[config.mk]
export PLATFORM = sky130hd
export DESIGN_NAME = cfg_frame_serializer
export DESIGN_NICKNAME = d
export VERILOG_FILES = /design/src/rtl/cfg_frame_serializer.sv
export SDC_FILE = /design/constraint.sdc
export NUM_CORES = 1
export LEC_CHECK = 0
export ABC_AREA = 1
export BUFFER_PORTS_ARGS = -buffer_cell sky130_fd_sc_hd__buf_2
export CAP_MARGIN = 20
export CORE_AREA = 2 2 105 107
export DETAILED_ROUTE_END_ITERATION = 8
export DIE_AREA = 0 0 107 109
export GPL_TIMING_DRIVEN = 0
export PLACE_DENSITY = 0.78
export SKIP_CTS_REPAIR_TIMING = 1
export SYNTH_ARGS = -nofsm -noshare
export SYNTH_HDL_FRONTEND = slang
export SYNTH_SLANG_ARGS = --single-unit
[constraint.sdc]
create_clock -name CLK -period 8.5 [get_ports CLK]
set_input_delay 0.85 -clock CLK [delete_from_list [all_inputs] [get_ports CLK]]
set_output_delay 0.85 -clock CLK [all_outputs]
set_load 0.01 [all_outputs]
[src/rtl/cfg_frame_serializer.sv]
// cfg_frame_serializer: serialises a dynamic/static config word onto the latch chain with SCLK, then pulses load strobes and DONE.
// Optional macro FRAME_PARITY_EN appends an even-parity bit after DYN_DATA[0].
module cfg_frame_serializer #(
    parameter int DYN_W   = 16,
    parameter int STAT_W  = 88,
    parameter int CLK_DIV = 2,
    parameter int LATCH_W = 2
) (
    input  logic              CLK,
    input  logic              RST,
    input  logic              START,
    input  logic              DYN_ONLY,
    input  logic [DYN_W-1:0]  DYN_DATA,
    input  logic [STAT_W-1:0] STAT_DATA,
    output logic              BUSY,
    output logic              SDATA,
    output logic              SCLK,
    output logic              LOAD_DYN,
    output logic              LOAD_STAT,
    output logic              DONE
);
    logic par_full, par_dyn;
`ifdef FRAME_PARITY_EN
    localparam int PAR = 1;
    assign par_full = ^{STAT_DATA, DYN_DATA};
    assign par_dyn  = ^DYN_DATA;
`else
    localparam int PAR = 0;
    assign par_full = 1'b0;
    assign par_dyn  = 1'b0;
`endif
    localparam int SW = DYN_W + STAT_W + 1;
    localparam int CW = $clog2(DYN_W + STAT_W + 2);
    localparam int DW = CLK_DIV > 1 ? $clog2(CLK_DIV) : 1;
    localparam int LW = LATCH_W > 1 ? $clog2(LATCH_W) : 1;
    localparam logic [CW-1:0] N_FULL  = CW'(DYN_W + STAT_W + PAR);
    localparam logic [CW-1:0] N_DYN   = CW'(DYN_W + PAR);
    localparam logic [DW-1:0] DIV_END = DW'(CLK_DIV - 1);
    localparam logic [LW-1:0] LAT_END = LW'(LATCH_W - 1);

    typedef enum logic [1:0] {IDLE, SHIFT, LATCH, FIN} state_t;

    state_t          state_q, state_d;
    logic [SW-1:0]   sreg_q, sreg_d;
    logic [CW-1:0]   cnt_q, cnt_d;
    logic [DW-1:0]   div_q, div_d;
    logic [LW-1:0]   lat_q, lat_d;
    logic            hi_q, hi_d;
    logic            dyn_only_q, dyn_only_d;
    logic            accept;

    assign accept    = START && (state_q == IDLE || state_q == FIN);
    assign BUSY      = state_q != IDLE;
    assign SCLK      = state_q == SHIFT && hi_q;
    assign SDATA     = state_q == SHIFT && sreg_q[SW-1];
    assign LOAD_DYN  = state_q == LATCH;
    assign LOAD_STAT = LOAD_DYN && !dyn_only_q;
    assign DONE      = state_q == FIN;

    // Next state: SCLK phase divider, bit shifting, strobe timing and frame capture (FIN may accept the next frame directly).
    always_comb begin
        state_d    = state_q;
        sreg_d     = sreg_q;
        cnt_d      = cnt_q;
        div_d      = div_q;
        lat_d      = lat_q;
        hi_d       = hi_q;
        dyn_only_d = dyn_only_q;
        case (state_q)
            SHIFT: begin
                if (div_q == DIV_END) begin
                    div_d = '0;
                    hi_d  = !hi_q;
                    if (hi_q) begin
                        sreg_d = {sreg_q[SW-2:0], 1'b0};
                        cnt_d  = cnt_q - CW'(1);
                        if (cnt_q == CW'(1)) begin
                            state_d = LATCH;
                            lat_d   = '0;
                        end
                    end
                end else begin
                    div_d = div_q + DW'(1);
                end
            end
            LATCH:   if (lat_q == LAT_END) state_d = FIN; else lat_d = lat_q + LW'(1);
            FIN:     state_d = IDLE;
            default: ;
        endcase
        if (accept) begin
            state_d    = SHIFT;
            sreg_d     = DYN_ONLY ? {DYN_DATA, par_dyn, {STAT_W{1'b0}}} : {STAT_DATA, DYN_DATA, par_full};
            cnt_d      = DYN_ONLY ? N_DYN : N_FULL;
            div_d      = '0;
            hi_d       = 1'b0;
            lat_d      = '0;
            dyn_only_d = DYN_ONLY;
        end
    end

    // State registers; reset aborts any frame at once.
    always_ff @(posedge CLK or posedge RST) begin
        if (RST) begin
            state_q    <= IDLE;
            sreg_q     <= '0;
            cnt_q      <= '0;
            div_q      <= '0;
            lat_q      <= '0;
            hi_q       <= 1'b0;
            dyn_only_q <= 1'b0;
        end else begin
            state_q    <= state_d;
            sreg_q     <= sreg_d;
            cnt_q      <= cnt_d;
            div_q      <= div_d;
            lat_q      <= lat_d;
            hi_q       <= hi_d;
            dyn_only_q <= dyn_only_d;
        end
    end
endmodule
### After elaboration in Yosys (flattened, before gate mapping)

Cells that the tools add are included.

* register bits after elaboration: 118
* output and inout port bits: 6

* mux-type cells: 28
* reduce and logical (&&, ||, !) cells: 18
* equal/unequal tests: 8
* add/subtract/negate cells: 3

Operators with widths (number)
* $mux 105: 5
* $mux 7: 5
* $mux 1: 11
* $mux 2: 5
* $reduce_bool 2->1: 4
* $eq 7x1->1 const B: 1
* $sub 7x1->7 const B: 1
* $ne 3x3->1 const B: 2
* $pmux 2 s3: 1
* $reduce_and 5->1: 1
* $eq 2x2->1 const B: 2
* $logic_and 1x1->1: 4
* $reduce_and 4->1: 1
* $reduce_bool 4->1: 1
* $ne 3x1->1 const B: 1
* $ne 3x2->1 const B: 1
* $reduce_and 3->1: 1
* $reduce_bool 3->1: 1
* $add 1x1->1 const B: 2
* $eq 2x1->1 const B: 1
* $logic_not 1->1: 2
* $logic_not 2->1: 1
* $pmux 1 s2: 1
* $reduce_and 2->1: 1
* $logic_or 1x1->1: 1

### Depth between registers and ports, before layout

Gate-level depths: netlist of the first run.

* depth after elaboration: 6
* mapped depth: 11
* mapped depth without buffers: 10

### Worst setup path before layout of the first run

OpenSTA, ideal clock, no wires.

* kind: reg-to-output
* start point: register state_q[0]
* end point: output port LOAD_STAT
* slack: 6654 ps
* path buffers: 0
* data required time: 7650 ps
* cell stages (with the launch flop): 5
* arrival: 996 ps
* cells stage by stage: dfrtp_1 -> inv_1 -> ha_1 -> inv_1 -> nor2_1

* cells in the longest elaborated chain, start to end: 2

RTL lines
* from (decl): line 43 `state_t state_q, state_d;`
* from (signal assigned): line 112 `state_q <= state_d;`
* $eq 2x2->1: line 56 `assign LOAD_DYN = state_q == LATCH;`
* named net LOAD_DYN: line 18 `output logic LOAD_DYN,`
* $logic_and 1x1->1: line 57 `assign LOAD_STAT = LOAD_DYN && !dyn_only_q;`
* to (decl): line 19 `output logic LOAD_STAT,`

The timed path passes the listed nets, and every way through them passes these cells.

### Worst setup path in the final report of the first run

* start point: register state_q[1]
* end point: output port SDATA

* cells in the longest elaborated chain, start to end: 2

RTL lines
* $eq 2x1->1: line 55 `assign SDATA = state_q == SHIFT && sreg_q[SW-1];`
* $logic_and 1x1->1: line 55
* to (decl): line 16 `output logic SDATA,`

Every way passes these cells.

==> run summary, run 1 <==
status: finished, final reports clean
fin util: 0.652
drt pass-1 iters: 5
Final Skew: 0.0114 ns
synth top area cells: dfrtp_1, nand2_1, a22oi_1, o21ai_0, a21oi_1
CORE AREA: 0.0106 mm^2
CP max FO: 6
final setup TNS: 0 ns
FF+latch count, synth: 117
CP Cell Sequence: inv_1, ha_1, nand2_1, inv_1, buf_2
antenna-violating nets left: 0
Tcrit/Tclk final: 0.295
RSZ-0062 raised after global routing: no
Sequential Power Share: 0.344
DR vias: 5,214
Iter 0 DRT Violations: 453
layout cells sized above 1: 0.217
CP arrival: 1.66 ns
number of global-route vias before repair: 5,297
Filler Cell Count: 891
multi-input logic area: 0.00232 mm^2
Total GRT Usage: 0.277
Seq. cell area: 0.00293 mm^2
Via density: 5.62
first-pass GRT wire length: 25,300 um
Vert. Die Dim: 109 um
later-pin clock latency in the skew report: 0.53 ns
Gate Count Post-Synth: 640
Starting Density: 0.523
most area-hungry cell type in the Yosys netlist: dfrtp_1
Comb pwr share: 0.411
initial antenna violation count: 1
# IOs: 114
hpwl dp: 10,100 um
max frequency: 399 MHz
total grt overflow: 0
Pint: 0.00172 W
cts bufs inserted: 17
Static Leakage: 3.30 nW
Max Cap Viol: 0
Synth top area share: 0.528
Ys Warns: 0
power share of the clock group: 0.245
CTS Buffer Depth: 2
relative slew slack: 0.541
CTS tree: yes
Power Total: 0.00288 W
# port buffers: 113
syn avg cell area: 8.67 um^2
sequential-to-total area share from yosys stat: 0.528
gpl congestion: 0.903
Slowest cell on crit path: dfrtp_1
Tightest Pin Transition: 0.689 ns
pwr dens: 417 mW/mm^2
largest net degree at the start of global routing: 62
routed len/inst: 16.2 um
critical path data required time: 7.65 ns
most frequent cell on the critical path: inv_1
Crit Path Class: flip-flop to output port
Finished Layout Cells: 927
switching share of power: 0.404
H-Tree Depth: 4
# rows: 38
Post-Place Cells: 894
Final min period: 2.51 ns
drt total wl: 15,100 um
Die ar.: 0.0117 mm^2
Syn Nets: 757
DRC errors left: 0
area post-placement: 0.00632 mm^2
mapped cell area: 0.00555 mm^2
final setup fails: 0
Layout area overhead: 24.6%
clock slew at reported path FFs: 0.06 ns
Distinct cells, synth: 25
switching power: 0.00116 W
CP Capture Type: output port
NumNets Final: 890
cell area after layout: 0.00691 mm^2
Critical Path Start Type: flip-flop
width of the die: 107 um
final hold violations: 0
maximum vdd drop: 187 uV
CP peak stage delay: 0.44 ns
fin. max-slew vios: 0
min-delay worst type: input pin to async pin
# clock sinks: 117
Root Driver: clkbuf_8
[area by class of cell]
| cell class | instances | share of cell area |
|---|---|---|
| flip-flops and latches | 117 | 0.424 |
| diodes | 2 | 0.000724 |
| repair buffers | 114 | 0.0858 |
| clock inverters | 8 | 0.0141 |
| plain buffers | 47 | 0.0326 |
| clock buffers | 23 | 0.0704 |
| multi-input cells | 455 | 0.335 |
| inverters | 21 | 0.0121 |
| well taps | 140 | 0.0253 |
[per-layer routing]
layer / routed length (um) / vias to the layer above / track usage
met5: 0 / - / 0
met4: 251 / 0 / 0.109
met3: 993 / 24 / 0.0765
met2: 7410 / 184 / 0.459
met1: 6400 / 2536 / 0.348
li1: - / 2470 / -
[cells in the final DEF (no fill, tap or decap), types with 2 or more instances in the layout]
cell and instances:
a21oi_1 29, dfrtp_1 117, o21ai_0 60, buf_1 5
bufinv_16 2, nand4_1 5, buf_6 4, ha_1 9
inv_2 2, nand2_1 178, clkinvlp_4 3, clkbuf_1 24
a21boi_0 6, nand3_1 21, clkbuf_8 6, buf_2 128
clkbuf_16 16, nor2_1 35, clkinv_2 3, a22oi_1 81
o21ai_1 23, inv_1 18, diode_2 2
[path summary, 6_finish.rpt]
path / endpoint / slack [ns] / cells past startpoint / start
min in group CLK: sreg_q[92]$_DFFE_PP0P_ / 0.48 / 2 / sreg_q[92]$_DFFE_PP0P_
setup / recovery: SDATA / 5.99 / 5 / state_q[1]$_DFFE_PP0P_
hold reg to reg: sreg_q[92]$_DFFE_PP0P_ / 0.48 / 2 / sreg_q[92]$_DFFE_PP0P_
max in group asynchronous: div_q$_DFFE_PP0P_ / 7.43 / 3 / RST
setup reg to reg: sreg_q[92]$_DFFE_PP0P_ / 6.08 / 10 / state_q[0]$_DFFE_PP0P_
hold / removal: sreg_q[64]$_DFFE_PP0P_ / 0.38 / 2 / RST
[sequential cells by signal, summed over array words and instances (netlist names)]
| register | cells |
|---|---|
| dyn_only_q | 1 |
| sreg_q | 104 |
| cnt_q | 7 |
| lat_q | 1 |
| state_q | 2 |
| div_q | 1 |
| hi_q | 1 |
[power by group through the flow]
stage / Combinational (W) / Sequential [W] / Clock [W]
floorplan: 0.000877 / 0.000946 / 0
global placement: 0.00111 / 0.000978 / 0
detailed placement: 0.00117 / 0.000990 / 0
CTS: 0.00118 / 0.000987 / 0.000709
global route: 0.00135 / 0.00102 / 0.000737
finish: 0.00118 / 0.000990 / 0.000706
[critical path: cells and delay by family (launching register included)]
family	cells	cell delay, ns
adders and majority gates	1	0.30
buffers and inverters	3	0.31
DFF	1	0.44
and+or+nand+nor	1	0.08
[stage by stage]
stage	worst slack, ns	hold WS [ns]
after CTS	5.98	0.393
after detailed placement	6.12	0.468
after floorplan	4.55	0.442
after global routing	5.86	0.412
final	5.99	0.380
after global placement	3.31	0.461
[Yosys cell counts]
cell	instances
ha_1	9
nand2_1	178
clkbuf_1	23
o21ai_0	60
o22ai_1	1
a21boi_0	6
a211oi_1	1
dfrtp_1	117
a21oi_1	29
buf_1	5
a22oi_1	81
o21ai_1	23
nor2_2	1
nand2_2	1
o211ai_1	1
o21ai_2	1
inv_1	19
buf_6	4
nand4_1	5
or2_2	1
inv_2	2
nor2_1	35
buf_2	15
a31oi_1	1
nand3_1	21
[cells by family (layout without fill, tap and decap cells)]
family,after synthesis,in the layout,share of synthesized area
and+or+nand+nor,242,242,0.172
AOI/OAI and AO/OA,204,204,0.225
DFF,117,117,0.528
buffers and inverters,68,213,0.0548
adders and majority gates,9,9,0.0203
other,0,2,0
Power figures use the tool's default switching activity.
==> run 2: changes to the inputs <==
ABC_AREA = 0   (was 1)
CORE_AREA = 2 2 113 115   (was 2 2 105 107)
DIE_AREA = 0 0 115 117   (was 0 0 107 109)
PLACE_DENSITY = 0.76   (was 0.78)
clock period = 2.2 ns   (was 8.5 ns; I/O delays follow)
==> run 2 against run 1 <==
- the flow now finishes with violations (hold timing)
- setup slack worse by 5.9 ns
- sequential share of layout area is 3.8 points lower
- critical path depth is 4 higher
- register-to-register slack worse by 6.0 ns
- non-clock buffer count is 14 higher
- critical path type is now flip-flop to flip-flop
- critical endpoint is now sreg_q[29]$_DFFE_PP0P_
==> run summary, run 2 <==
syn avg cell area: 8.88 um^2 (was 8.67 um^2)
width of the die: 115 um (was 107 um)
final setup TNS: 0 ns (unchanged)
critical path data required time: 2.51 ns (was 7.65 ns)
# clock sinks: 117 (unchanged)
CTS tree: yes (unchanged)
Syn Nets: 793 (was 757)
Worst path top cell family by delay: buffers and inverters (was flip-flops)
switching power: 0.00385 W (was 0.00116 W)
ys async rst share: 1.00 (unchanged)
Root Driver: clkbuf_16 (was clkbuf_8)
Layout area overhead: 26.5% (was 24.6%)
maximum vdd drop: 615 uV (was 187 uV)
CP peak stage delay: 0.44 ns (about the same)
CORE AREA: 0.0123 mm^2 (was 0.0106 mm^2)
status: finished with violations (was finished, final reports clean)
CP Buf/Inv Count: 4 (was 3)
most area-hungry cell type in the Yosys netlist: dfrtp_1 (unchanged)
# rows: 41 (was 38)
NumNets Final: 927 (was 890)
Distinct cells, synth: 35 (was 25)
drt total wl: 15,500 um (was 15,100 um)
layout cells sized above 1: 0.254 (was 0.217)
Top Registers: sreg_q: 104 flops, cnt_q: 7 flops, state_q: 2 flops (unchanged)
Reg2Reg Depth: 9 (was 10)
Hold WS: -0.0103 ns (was 0.380 ns)
reg2reg setup slack: 0.1 ns (was 6.08 ns)
final hold violations: 6 (was 0)
Tcrit/Tclk final: 0.955
Starting Density: 0.488 (was 0.523)
Vert. Die Dim: 117 um (was 109 um)
Synth top area share: 0.488 (was 0.528)
drt pass-1 iters: 4 (was 5)
first-pass GRT wire length: 24,800 um (was 25,300 um)
FF-to-FF Start: state_q[0]$_DFFE_PP0P_ (unchanged)
final setup fails: 0 (unchanged)
Via density: 5.55 (was 5.62)
CP max FO: 10 (was 6)
most common cell in the netlist: dfrtp_1 (was nand2_1)
XOR/XNOR Fraction of Synth Area: 0.0117 (was 0)
Sequential Power Share: 0.320 (was 0.344)
number of global-route vias before repair: 5,248 (was 5,297)
Tightest Pin Transition: 0.889 ns (was 0.689 ns)
Crit Path Class: flip-flop to flip-flop (was flip-flop to output port)
CTS Buffer Depth: 2 (unchanged)
failing checks: hold timing
initial antenna violation count: 1 (unchanged)
cts bufs inserted: 17 (unchanged)
hpwl dp: 10,600 um (was 10,100 um)
min-delay worst type: input pin to async pin (unchanged)
CP Capture Type: flip-flop (was output port)
Post-Synth Adder-Cell Area: 0.0188 (was 0.0203)
sequential-to-total area share from yosys stat: 0.488 (was 0.528)
H-Tree Depth: 4 (unchanged)
mapped cell area: 0.00601 mm^2 (was 0.00555 mm^2)
Slowest cell on crit path: dfrtp_2 (was dfrtp_1)
Final Skew: 0.00879 ns (was 0.0114 ns)
Final min period: 2.10 ns
most frequent cell on the critical path: clkbuf_4 (was inv_1)
FF+latch count, synth: 117 (unchanged)
Post-synth EDFFs: 0 (unchanged)
Synth Area in Compound Gates: 0.186 (was 0.225)
Synth Area in Simple Gates: 0.214 (was 0.172)
most common cell after layout, fill and taps aside: buf_2 (was nand2_1)
largest net degree at the start of global routing: 45 (was 62)
total grt overflow: 0 (unchanged)
fin. max-slew vios: 0 (unchanged)
Setup WS pre-CTS: -0.244 ns (was 6.12 ns)
Critical Path Start Type: flip-flop (unchanged)
commonest cells after routing, fill and taps aside: buf_2, dfrtp_1, nand2_1 (was nand2_1, buf_2, dfrtp_1)
Iter 0 DRT Violations: 402 (was 453)
Top reg by flops: sreg_q (unchanged)
antenna-violating nets left: 0 (unchanged)
Max Cap Viol: 0 (unchanged)
# IOs: 114 (unchanged)
clock slew at reported path FFs: 0.05 ns (was 0.06 ns)
gpl congestion: 0.858 (was 0.903)
top_reg_cell synth: dfrtp_1 (unchanged)
pwr dens: 1340 mW/mm^2 (was 417 mW/mm^2)
# port buffers: 112 (was 113)
Static Leakage: 3.36 nW (was 3.30 nW)
DR vias: 5,398 (was 5,214)
relative slew slack: 0.406 (was 0.541)
Comb pwr share: 0.387 (was 0.411)
R2R Path End: sreg_q[29]$_DFFE_PP0P_ (was sreg_q[92]$_DFFE_PP0P_)
Total GRT Usage: 0.235 (was 0.277)
switching share of power: 0.379 (was 0.404)
Die ar.: 0.0135 mm^2 (was 0.0117 mm^2)
power share of the clock group: 0.293 (was 0.245)
Power Total: 0.0102 W (was 0.00288 W)
DRC errors left: 0 (unchanged)
Gate Count Post-Synth: 676 (was 640)
max frequency: 476 MHz
synth top area cells: dfrtp_1, nor3b_1, a21oi_1, o21ai_0, nand2_1 (was dfrtp_1, nand2_1, a22oi_1, o21ai_0, a21oi_1)
CP Cell Sequence: inv_1, ha_4, nand2b_1, clkbuf_4, buf_6, clkbuf_4, nor3b_1, a21oi_1, o21ai_0 (was inv_1, ha_1, nand2_1, inv_1, buf_2)
Ys Warns: 0 (unchanged)
later-pin clock latency in the skew report: 0.40 ns (was 0.53 ns)
post-synthesis mux area share: 0.0292 (was 0)
top cells by count, synth: dfrtp_1, nand2_1, a21oi_1 (was nand2_1, dfrtp_1, a22oi_1)
routed len/inst: 16.0 um (was 16.2 um)
largest family of logic cells by synthesized area: simple AND/OR/NAND/NOR gates (was compound AO/OA/AOI/OAI gates)
Final WS setup: 0.0997 ns (was 5.99 ns)
CP arrival: 2.41 ns (was 1.66 ns)
Pint: 0.00631 W (was 0.00172 W)
max reg flops: 104 (unchanged)
run 2: layout make-up:
| type | instances | area, um^2 |
|---|---|---|
| tap | 150 | 188 |
| multi-input combinational | 492 | 2880 |
| fill | 1077 | 4710 |
| buffer | 61 | 335 |
| clock inverter | 10 | 179 |
| inverter | 7 | 30.0 |
| antenna | 1 | 2.50 |
| sequential | 117 | 2930 |
| timing repair buffer | 114 | 601 |
| clock buffer | 21 | 450 |
run 2: worst reg2reg max path: cells and delay by family (launching register included):
| kind | cells | cell delay (ns) |
|---|---|---|
| AOI/OAI and AO/OA | 2 | 0.25 |
| adders and majority gates | 1 | 0.23 |
| DFF | 1 | 0.44 |
| and+or+nand+nor | 2 | 0.36 |
| buffers and inverters | 4 | 0.74 |
run 2: cells by family after synthesis:
| logic type | Yosys count |
|---|---|
| XOR/XNOR | 8 |
| multiplexers | 17 |
| buffers and inverters | 68 |
| AO/OA/AOI/OAI | 219 |
| AND/OR/NAND/NOR | 238 |
| adder cells (fa/ha/maj) | 9 |
| flip-flops | 117 |
run 2: routing by layer:
| metal | up-vias | track usage | share of wire |
|---|---|---|---|
| met5 | - | 0 | 0 |
| met4 | 0 | 0.0811 | 0.017 |
| met3 | 27 | 0.0479 | 0.043 |
| met2 | 137 | 0.399 | 0.49 |
| met1 | 2624 | 0.302 | 0.45 |
| li1 | 2610 | - | - |
run 2: worst max-delay path by stage:
stage	start	cells after the start	slack, ns	to
detailed placement	state_q[0]$_DFFE_PP0P_	9	-0.24	sreg_q[96]$_DFFE_PP0P_
global route	state_q[0]$_DFFE_PP0P_	9	-0.0009	sreg_q[17]$_DFFE_PP0P_
finish	state_q[0]$_DFFE_PP0P_	9	0.1	sreg_q[29]$_DFFE_PP0P_
global placement	state_q[0]$_DFFE_PP0P_	9	-0.18	sreg_q[96]$_DFFE_PP0P_
CTS	state_q[0]$_DFFE_PP0P_	9	-0.23	sreg_q[96]$_DFFE_PP0P_
floorplan	state_q[0]$_DFFE_PP0P_	9	0.33	sreg_q[28]$_DFFE_PP0P_
run 2: power groups by stage:
stage	Combinational [W]	Clock (W)	Sequential (W)
3_3_place_gp	0.00351	0	0.00322
5_1_grt	0.00443	0.00311	0.00333
4_1_cts	0.00371	0.00300	0.00323
2_1_floorplan	0.00273	0	0.00315
6_report	0.00393	0.00298	0.00325
3_5_place_dp	0.00369	0	0.00326
run 2: through the flow:
step	util	hold slack [ns]	cell area [um^2]	instances
2_1_floorplan	-	0.369	6010	676
3_3_place_gp	0.549	0.461	6760	938
3_5_place_dp	0.552	0.441	6800	940
4_1_cts	0.603	0.0131	7430	971
5_1_grt	0.617	0.0631	7600	972
6_report	0.617	-0.0103	7600	973
